### config.mk
export PLATFORM = sky130hd
export DESIGN_NAME = wb_interconnect_sched_flat
export DESIGN_NICKNAME = d
export VERILOG_FILES = /design/src/rtl/wb_interconnect_pkg.sv /design/src/rtl/wb_interconnect_sched_if.sv /design/src/rtl/wb_interconnect_rr_pick.sv /design/src/rtl/wb_interconnect_sched.sv /design/src/flat_wrapper.sv
export SDC_FILE = /design/constraint.sdc
export NUM_CORES = 1
export LEC_CHECK = 0
export CAP_MARGIN = 20
export CORE_ASPECT_RATIO = 1.5
export CORE_MARGIN = 4
export CORE_UTILIZATION = 47
export DETAILED_ROUTE_END_ITERATION = 12
export PLACE_DENSITY = 0.71
export SYNTH_ARGS = -nofsm -noshare
export SYNTH_HDL_FRONTEND = slang
export SYNTH_SLANG_ARGS = --single-unit
### constraint.sdc
create_clock -name i_clk -period 3 [get_ports i_clk]
set_input_delay 0.6 -clock i_clk [delete_from_list [all_inputs] [get_ports i_clk]]
set_output_delay 0.6 -clock i_clk [all_outputs]
set_load 0.005 [all_outputs]
### src/rtl/wb_interconnect_pkg.sv
// Shared definitions for the Wishbone interconnect blocks: scheduler state
// encoding and a width helper.
package wb_interconnect_pkg;

  typedef enum logic {
    ST_IDLE  = 1'b0,
    ST_GRANT = 1'b1
  } sched_state_e;

  // Ceiling log2, never less than 1 so single-entry fields still get a bit.
  function automatic int clog2(input int n);
    int r;
    r = 0;
    while ((1 << r) < n) r++;
    if (r < 1) r = 1;
    return r;
  endfunction

endpackage

### src/rtl/wb_interconnect_sched_if.sv
// Request/grant bundle between the initiators, the target ack and the
// grant scheduler.
interface wb_interconnect_sched_if #(
  parameter int N_REQ    = 2,
  parameter int WEIGHT_W = 4
);
  localparam int ID_W = wb_interconnect_pkg::clog2(N_REQ);

  logic [N_REQ-1:0]          req;
  logic [N_REQ*WEIGHT_W-1:0] weight;
  logic                      ack;
  logic [N_REQ-1:0]          gnt;
  logic [ID_W-1:0]           gnt_id;
  logic                      busy;
  logic                      timeout;

  modport master (
    output req, weight, ack,
    input  gnt, gnt_id, busy, timeout
  );

  modport slave (
    input  req, weight, ack,
    output gnt, gnt_id, busy, timeout
  );
endinterface

### src/rtl/wb_interconnect_rr_pick.sv
// Combinational round-robin picker: first set request strictly above
// i_last_id, wrapping, found by scanning a doubled copy of the request vector.
module wb_interconnect_rr_pick
  import wb_interconnect_pkg::*;
#(
  parameter int N_REQ = 2,
  parameter int ID_W  = clog2(N_REQ)
) (
  input  logic [N_REQ-1:0] i_req,
  input  logic [ID_W-1:0]  i_last_id,
  output logic [N_REQ-1:0] o_pick,
  output logic [ID_W-1:0]  o_pick_id,
  output logic             o_valid
);

  logic [2*N_REQ-1:0] w_dbl;
  logic               w_found;
  int                 w_idx;

  assign w_dbl = {i_req, i_req};

  always_comb begin
    w_found = 1'b0;
    w_idx   = 0;
    for (int i = 0; i < 2*N_REQ; i++) begin
      if (!w_found && w_dbl[i] && (i > int'(i_last_id))) begin
        w_found = 1'b1;
        w_idx   = (i >= N_REQ) ? (i - N_REQ) : i;
      end
    end
  end

  assign o_valid   = w_found;
  assign o_pick_id = ID_W'(w_idx);
  assign o_pick    = w_found ? (N_REQ'(1) << w_idx) : '0;

endmodule

### src/rtl/wb_interconnect_sched.sv
// Weighted round-robin grant scheduler for a shared Wishbone target port,
// with per-grant ack credit and a no-ack watchdog.
//
//   state    | meaning
//   ST_IDLE  | gnt=0; pick next requester above last_id
//   ST_GRANT | gnt one-hot; count acks against credit, run watchdog
module wb_interconnect_sched
  import wb_interconnect_pkg::*;
#(
  parameter int N_REQ    = 2,
  parameter int WEIGHT_W = 4,
  parameter int TIMEOUT  = 255
) (
  input  logic                    i_clk,
  input  logic                    i_rst_n,
  wb_interconnect_sched_if.slave  bus
);

  localparam int ID_W = clog2(N_REQ);
  localparam int WD_W = clog2(TIMEOUT + 1);
  localparam logic [WD_W-1:0] WD_LAST = WD_W'((TIMEOUT > 0) ? (TIMEOUT - 1) : 0);

  sched_state_e        r_state, w_state_nxt;
  logic [N_REQ-1:0]    r_gnt, w_gnt_nxt;
  logic [ID_W-1:0]     r_gnt_id, w_gnt_id_nxt;
  logic [ID_W-1:0]     r_last_id, w_last_id_nxt;
  logic [WEIGHT_W-1:0] r_credit, w_credit_nxt;
  logic [WD_W-1:0]     r_wdog, w_wdog_nxt;
  logic                r_timeout, w_timeout_nxt;

  logic [N_REQ-1:0]    w_pick;
  logic [ID_W-1:0]     w_pick_id;
  logic                w_pick_vld;
  logic [WEIGHT_W-1:0] w_wt [N_REQ];
  logic                w_req_cur;
  logic                w_others;

  wb_interconnect_rr_pick #(
    .N_REQ (N_REQ),
    .ID_W  (ID_W)
  ) u_pick (
    .i_req     (bus.req),
    .i_last_id (r_last_id),
    .o_pick    (w_pick),
    .o_pick_id (w_pick_id),
    .o_valid   (w_pick_vld)
  );

  // A zero weight still buys one ack per grant.
  for (genvar g = 0; g < N_REQ; g++) begin : g_wt
    assign w_wt[g] = (bus.weight[g*WEIGHT_W +: WEIGHT_W] == '0) ?
                     WEIGHT_W'(1) : bus.weight[g*WEIGHT_W +: WEIGHT_W];
  end

  assign w_req_cur = bus.req[r_gnt_id];
  assign w_others  = |(bus.req & ~r_gnt);

  always_comb begin
    w_state_nxt   = r_state;
    w_gnt_nxt     = r_gnt;
    w_gnt_id_nxt  = r_gnt_id;
    w_last_id_nxt = r_last_id;
    w_credit_nxt  = r_credit;
    w_wdog_nxt    = r_wdog;
    w_timeout_nxt = 1'b0;
    case (r_state)
      ST_IDLE: begin
        if (w_pick_vld) begin
          w_state_nxt   = ST_GRANT;
          w_gnt_nxt     = w_pick;
          w_gnt_id_nxt  = w_pick_id;
          w_last_id_nxt = w_pick_id;
          w_credit_nxt  = w_wt[w_pick_id];
          w_wdog_nxt    = '0;
        end
      end
      ST_GRANT: begin
        if (!w_req_cur) begin
          w_state_nxt = ST_IDLE;
          w_gnt_nxt   = '0;
        end else if (bus.ack && (r_credit == WEIGHT_W'(1))) begin
          if (w_others) begin
            w_state_nxt = ST_IDLE;
            w_gnt_nxt   = '0;
          end else begin
            // Sole requester keeps the port with no dead cycle.
            w_credit_nxt = w_wt[r_gnt_id];
            w_wdog_nxt   = '0;
          end
        end else if (bus.ack) begin
          w_credit_nxt = r_credit - WEIGHT_W'(1);
          w_wdog_nxt   = '0;
        end else if ((TIMEOUT != 0) && (r_wdog == WD_LAST)) begin
          w_timeout_nxt = 1'b1;
          w_state_nxt   = ST_IDLE;
          w_gnt_nxt     = '0;
        end else if (r_wdog != '1) begin
          w_wdog_nxt = r_wdog + WD_W'(1);
        end
      end
      default: begin
        w_state_nxt = ST_IDLE;
        w_gnt_nxt   = '0;
      end
    endcase
  end

  always_ff @(posedge i_clk) begin
    if (!i_rst_n) begin
      r_state   <= ST_IDLE;
      r_gnt     <= '0;
      r_gnt_id  <= '0;
      r_last_id <= ID_W'(N_REQ - 1);
      r_credit  <= '0;
      r_wdog    <= '0;
      r_timeout <= 1'b0;
    end else begin
      r_state   <= w_state_nxt;
      r_gnt     <= w_gnt_nxt;
      r_gnt_id  <= w_gnt_id_nxt;
      r_last_id <= w_last_id_nxt;
      r_credit  <= w_credit_nxt;
      r_wdog    <= w_wdog_nxt;
      r_timeout <= w_timeout_nxt;
    end
  end

  assign bus.gnt     = r_gnt;
  assign bus.gnt_id  = r_gnt_id;
  assign bus.busy    = |r_gnt;
  assign bus.timeout = r_timeout;

endmodule

### src/flat_wrapper.sv
// flat-port wrapper written by rule: the top's interface ports become plain ports
module wb_interconnect_sched_flat import wb_interconnect_pkg::*;
#(
  parameter int N_REQ    = 2,
  parameter int WEIGHT_W = 4,
  parameter int TIMEOUT  = 255
)
  (i_clk, i_rst_n, bus_req, bus_weight, bus_ack, bus_gnt, bus_gnt_id, bus_busy, bus_timeout);
  wb_interconnect_sched_if #(.N_REQ(N_REQ), .WEIGHT_W(WEIGHT_W)) bus_i ();
  input  logic i_clk;
  input  logic i_rst_n;
  input wire logic [$bits(bus_i.req)-1:0] bus_req;
  input wire logic [$bits(bus_i.weight)-1:0] bus_weight;
  input wire logic [$bits(bus_i.ack)-1:0] bus_ack;
  output wire logic [$bits(bus_i.gnt)-1:0] bus_gnt;
  output wire logic [$bits(bus_i.gnt_id)-1:0] bus_gnt_id;
  output wire logic [$bits(bus_i.busy)-1:0] bus_busy;
  output wire logic [$bits(bus_i.timeout)-1:0] bus_timeout;
  assign bus_i.req = bus_req;
  assign bus_i.weight = bus_weight;
  assign bus_i.ack = bus_ack;
  assign bus_gnt = bus_i.gnt;
  assign bus_gnt_id = bus_i.gnt_id;
  assign bus_busy = bus_i.busy;
  assign bus_timeout = bus_i.timeout;
  wb_interconnect_sched #(.N_REQ(N_REQ), .WEIGHT_W(WEIGHT_W), .TIMEOUT(TIMEOUT)) u_core (.i_clk(i_clk), .i_rst_n(i_rst_n), .bus(bus_i));
endmodule
==> key figures, run 1 <==
Worst setup path
  • Largest fanout on the critical path: 12
  • Setup CP Type: primary input to register
  • Critical path arrival: 2410 ps
  • Startpoint Class: primary input
  • R2R Path Start: u_core.r_credit[0]
  • CP required: 3170 ps
  • Worst setup path startpoint: bus_ack
  • Worst setup EP type: register

Timing
  • Post-layout min period: 2250 ps
  • Rel. slew slack: 43.5%
  • Final setup TNS: 0 ps
  • Final setup fails: 0
  • Final Max Slew Viols: 0
  • Setup Skew: 2.93 ps
  • Unrepaired setup endpoints after global routing: no
  • Final hold violation count: 0
  • Achievable Freq: 445 MHz
  • Final period util: 74.9%
  • Worst setup margin: 754 ps
  • Worst-margin pin slew: 845 ps

CTS
  • Htree depth: 1
  • Clock Latency Late Sink: 280 ps
  • CTS resizes: 0
  • CTS buffer count: 3
  • Longest Clk Path Bufs: 2
  • CTS tree: built
  • CTS hold repair buffers: 0
  • CTS sink count: 18
  • CTS clk-pin slew, worst paths: 90 ps
  • Clock root cell: clkbuf_4
  • Number of buffers inserted to repair setup after CTS: 0

Synthesis
  • Synth area leaders: dfxtp_1 (30%), mux2i_1 (5.0%), ha_1 (4.2%), nand2_1 (3.8%), o311ai_0 (3.7%)
  • Post-Syn Instances: 142
  • Synth area leader: dfxtp_1
  • Syn. warnings: 0
  • Register area share after synthesis: 30.2%
  • Top cell type's share of synthesized area: 30.2%
  • Number of enable flip-flop cells after synthesis: 0
  • Ys async rst share: 0%
  • Dominant synthesized flop cell: dfxtp_1
  • Post-Syn Area: 1190 um2
  • Number of synthesized register bits: 18
  • Cell variety after synth: 49
  • Synth Net Count: 159
  • Synth Area per Inst: 8.41 um2

Outcome
  • Status: completed

Route
  • Final WL: 2.73 mm
  • First drt pass iteration count: 4
  • Final antenna-violating net count: 0
  • Initial DRC count: 31
  • Via count: 1095
  • Vias per inst: 6.15
  • WL/cell: 15.4 um
  • Post-route DRC: 0

Placement
  • DP HPWL: 2.07 mm
  • RD Place Congestion: 0.771
  • Setup WS pre-CTS: 455 ps
  • Placed Area: 1340 um2
  • IO buf count: 17

Worst hold path
  • Worst hold path type: register to register
  • Worst Min Path Start: u_core.bus.gnt[1]

GRT
  • Total grt overflow: 0
  • First-pass GRT wire length: 4.62 mm
  • Vias in the first global route: 1005
  • Initial antenna violation count: 0
  • Overall global routing resource usage: 16.9%
  • Pin count of the biggest net entering global routing: 29

Die
  • Core Region: 2450 um2
  • FP Rows: 22
  • Die ar.: 3430 um2
  • Die height: 69.7 um
  • I/O Pins: 18
  • Die W: 49.1 um
  • Starting Density: 48.7%

Layout
  • Final instance area: 1360 um2
  • Final core utilization: 55.6%
  • Antenna diodes: 0
  • Layout area overhead: 14.0%
  • Layout Nets: 173
  • Multi-input logic area: 759 um2
  • Area occupied by registers: 360 um2
  • Share of cells above drive strength 1: 10.4%
  • Fillers: 234

Pwr
  • P per Cell Area: 391 nW/um2
  • Pleak: 0.500 nW
  • Worst vdd ir: 0.000260 V

Run
  • Max-Cap Viols: 0
## logic make-up after synthesis
kind of cell    Yosys count  synth area share [%]
compound gates           46                  26.5
xor+xnor                  2                  1.47
fa+ha+maj                 4                  4.19
buf+inv                  12                  6.18
flops                    18                  30.2
mux                       7                  5.97
simple gates             53                  25.5
## critical path: stages
cell	delay, ps
clkdlybuf4s50_1	500
nor4bb_1	300
buf_4	210
o21ai_2	80
a21oi_2	420
or4_4	240
o21ai_1	70
## synthesized netlist by cell type, types with 4 or more instances
cell type  number
o21ai_1         7
nor3_1          5
nor2b_1         5
o311ai_0        5
o21ai_0         5
nand2_1        12
dfxtp_1        18
a31oi_1         4
a21oi_1         8
mux2i_1         6
ha_1            4
nor2_1         10
## layer usage
metal,GRT usage (%),vias to the layer above,part of all wire (%)
met2,30.3,19,53
met4,7.59,0,1.4
met3,3.01,4,3.5
li1,-,552,-
met1,18.8,520,42
met5,0,-,0
## final cells by class
type / instances / area share (%)
multi-input combinational: 112 / 55.8
sequential: 18 / 26.5
clock buffer: 3 / 1.65
inverter: 3 / 0.827
timing repair buffer: 18 / 13.1
tap: 24 / 2.21
## sequential cells by signal, indices dropped and copies added, names as in the netlist
signal	flops
u_core.r_wdog	8
u_core.r_credit	4
u_core.bus.gnt	2
u_core.bus.gnt_id	1
u_core.bus.timeout	1
u_core.r_last_id	1
u_core.r_state	1
## through the flow
stage               std cells  total power [mW]  hold slack (ps)
floorplan                 142             0.376              454
global placement          175             0.418              467
detailed placement        175             0.423              479
CTS                       178             0.539              494
global route              178             0.569              523
finish                    178             0.532              494
## path summary, 6_finish.rpt
kind	endpoint	slack, ps	cells after the start
setup / recovery	u_core.r_wdog[5]	750	7
hold / removal	u_core.bus.gnt[1]	490	2
setup reg to reg	u_core.r_wdog[5]	1050	7
hold reg to reg	u_core.bus.gnt[1]	490	2
## power breakdown
part | internal (mW) | total (mW) | switching, mW
clock network | 0.0466 | 0.114 | 0.0676
logic | 0.0725 | 0.141 | 0.0689
registers | 0.253 | 0.276 | 0.0230
total | 0.372 | 0.532 | 0.160
## placed cells by master (no fill, tap or decap), types with 6 or more instances in the layout
master	netlist	layout
o21ai_1	7	7
nor2_1	10	10
dfxtp_1	18	18
a21oi_1	8	8
mux2i_1	6	6
clkdlybuf4s50_1	0	17
nand2_1	12	12
(Power assumes the default switching activity.)
==> run 2, diff against run 1 <==
clock period = 2.2 ns   (was 3 ns; I/O delays follow)
==> run 2 against run 1 <==
Hold slack worse by 2.1 ps. Clock power is 85% higher. Die area stayed put. Via count is 5.0% higher. Setup slack worse by 510 ps. Critical path depth stayed put. Utilization is 3.6 points higher. Register-to-register slack worse by 680 ps. Sequential share of layout area is 1.6 points lower. Cell area is 6.5% higher. Flip-flop and latch count stayed put. Critical path type unchanged. Critical endpoint unchanged.
==> key figures, run 2 (same netlist as run 1, synthesis figures left out) <==
Outcome
  • Status: completed

GRT
  • Total grt overflow: 0 (unchanged)
  • First-pass GRT wire length: 4.97 mm (+7.6%)
  • Initial antenna violation count: 0 (unchanged)
  • Vias in the first global route: 1174 (+17%)
  • Overall global routing resource usage: 17.6% (+0.67 points)
  • Pin count of the biggest net entering global routing: 29 (unchanged)

CTS
  • Clock root cell: clkbuf_4
  • Number of buffers inserted to repair setup after CTS: 0 (unchanged)
  • CTS hold repair buffers: 0 (unchanged)
  • CTS sink count: 18 (unchanged)
  • Longest Clk Path Bufs: 2 (unchanged)
  • CTS resizes: 0 (unchanged)
  • Htree depth: 1 (unchanged)
  • CTS buffer count: 3 (unchanged)
  • Clock Latency Late Sink: 300 ps (+20 ps)
  • CTS tree: built
  • CTS clk-pin slew, worst paths: 110 ps (+20 ps)

Die
  • Starting Density: 48.7% (unchanged)
  • FP Rows: 22 (unchanged)
  • Core Region: 2450 um2 (unchanged)
  • Die W: 49.1 um (unchanged)
  • Die ar.: 3430 um2 (unchanged)
  • Die height: 69.7 um (unchanged)
  • I/O Pins: 18 (unchanged)

Placement
  • DP HPWL: 2.18 mm (+5.2%)
  • IO buf count: 17 (unchanged)
  • Setup WS pre-CTS: -79.4 ps (-534 ps)
  • Dpl cells: 185 (+5.7%)
  • RD Place Congestion: 0.827 (+7.3%)

Layout
  • Fin cells: 189 (+6.2%)
  • Max reg flops: 8 (unchanged)
  • Share of cells above drive strength 1: 16.4% (+6.0 points)
  • Layout Nets: 183 (+5.8%)
  • Most common cell after layout, fill and taps aside: dfxtp_1
  • Antenna diodes: 0 (unchanged)
  • Most flops, register: u_core.r_wdog
  • Most frequent cells in the layout: dfxtp_1 (18), clkdlybuf4s50_1 (17), nand2_1 (12)
  • Layout area overhead: 21.5%

Worst setup path
  • Critical path arrival: 2200 ps (-210 ps)
  • Setup CP Type: primary input to register
  • Worst path slowest cell: or4_4
  • Worst setup EP type: register
  • Largest fanout on the critical path: 8 (-4)
  • CP Cell Sequence: clkdlybuf4s50_1 > nor2b_1 > o21ai_2 > a21oi_2 > buf_4 > or4_4 > o21ai_1
  • CP required: 2440 ps (-730 ps)
  • Max incr delay on CP: 550 ps (+50 ps)
  • Startpoint Class: primary input

Pwr
  • Worst vdd ir: 0.000332 V (+28%)
  • P per Cell Area: 552 nW/um2 (+41%)
  • Pleak: 0.557 nW (+11%)

Timing
  • Setup Skew: 0.685 ps (-2.25 ps)
  • Achievable Freq: 511 MHz
  • Worst setup margin: 244 ps (-510 ps)
  • Final setup TNS: 0 ps (unchanged)
  • Final setup fails: 0 (unchanged)
  • Rel. slew slack: 64.3% (+21 points)
  • Worst-margin pin slew: 535 ps (-309 ps)
  • Final period util: 88.9%
  • Final Max Slew Viols: 0 (unchanged)
  • Unrepaired setup endpoints after global routing: no
  • Final hold violation count: 0 (unchanged)
  • Post-layout min period: 1960 ps

Route
  • WL/cell: 15.4 um (+0.14%)
  • Post-route DRC: 0 (unchanged)
  • Initial DRC count: 40 (+29%)
  • Via count: 1150 (+5.0%)
  • Vias per inst: 6.08 (-1.1%)
  • First drt pass iteration count: 4 (unchanged)
  • Final antenna-violating net count: 0 (unchanged)
  • Final WL: 2.91 mm (+6.3%)

Worst hold path
  • Worst hold path type: register to register

Run
  • Max-Cap Viols: 0 (unchanged)
[run 2: cell count changes in the layout (fill, tap and decap cells not counted)]
cell and change:
buf_4 +10, clkbuf_8 +1
[run 2: layout make-up]
cell class | count | area, um2
clock buffers | 4 | 36.3
fillers | 221 | 1000
inverters | 3 | 11.3
multi-input cells | 112 | 759
flip-flops and latches | 18 | 360
well taps | 24 | 30.0
repair buffers | 28 | 253
[run 2: worst max-delay path, delay by kind of cell]
family	cells	cell delay, ps
AO/OA/AOI/OAI	3	400
AND/OR/NAND/NOR	2	730
buffers and inverters	2	620
[run 2: worst paths after layout]
kind                            cells after the start                from  slack, ps               end
worst max-delay path                                7          bus_req[0]        240  u_core.r_wdog[5]
worst min-delay path                                2    u_core.r_wdog[7]        490  u_core.r_wdog[7]
worst max register to register                      8  u_core.r_credit[1]        370  u_core.r_wdog[5]
worst min register to register                      2    u_core.r_wdog[7]        490  u_core.r_wdog[7]
[run 2: power breakdown]
part / total [mW] / internal (mW) / leakage [nW] / switching, mW
sequential: 0.372 / 0.345 / 0.147 / 0.0264
clock: 0.211 / 0.101 / 0.0210 / 0.110
combinational: 0.217 / 0.115 / 0.389 / 0.102
[run 2: per-layer routing]
metal	GRT usage (%)	share of wire (%)	up-vias	wire length, um
met5	0	0	-	0
met4	6.33	1.8	0	51
met3	2.80	3.5	7	101
met2	33.0	54	27	1560
met1	19.1	41	538	1190
li1	-	-	578	-
[run 2: through the flow]
| step | hold slack (ps) | power, mW | area [um2] | util (%) |
|---|---|---|---|---|
| finish | 491 | 0.801 | 1450 | 59.2 |
| global route | 520 | 0.849 | 1450 | 59.2 |
| CTS | 495 | 0.803 | 1450 | 59.2 |
| detailed placement | 478 | 0.596 | 1410 | 57.7 |
| global placement | 467 | 0.588 | 1410 | 57.7 |
| floorplan | 454 | 0.512 | 1190 | - |
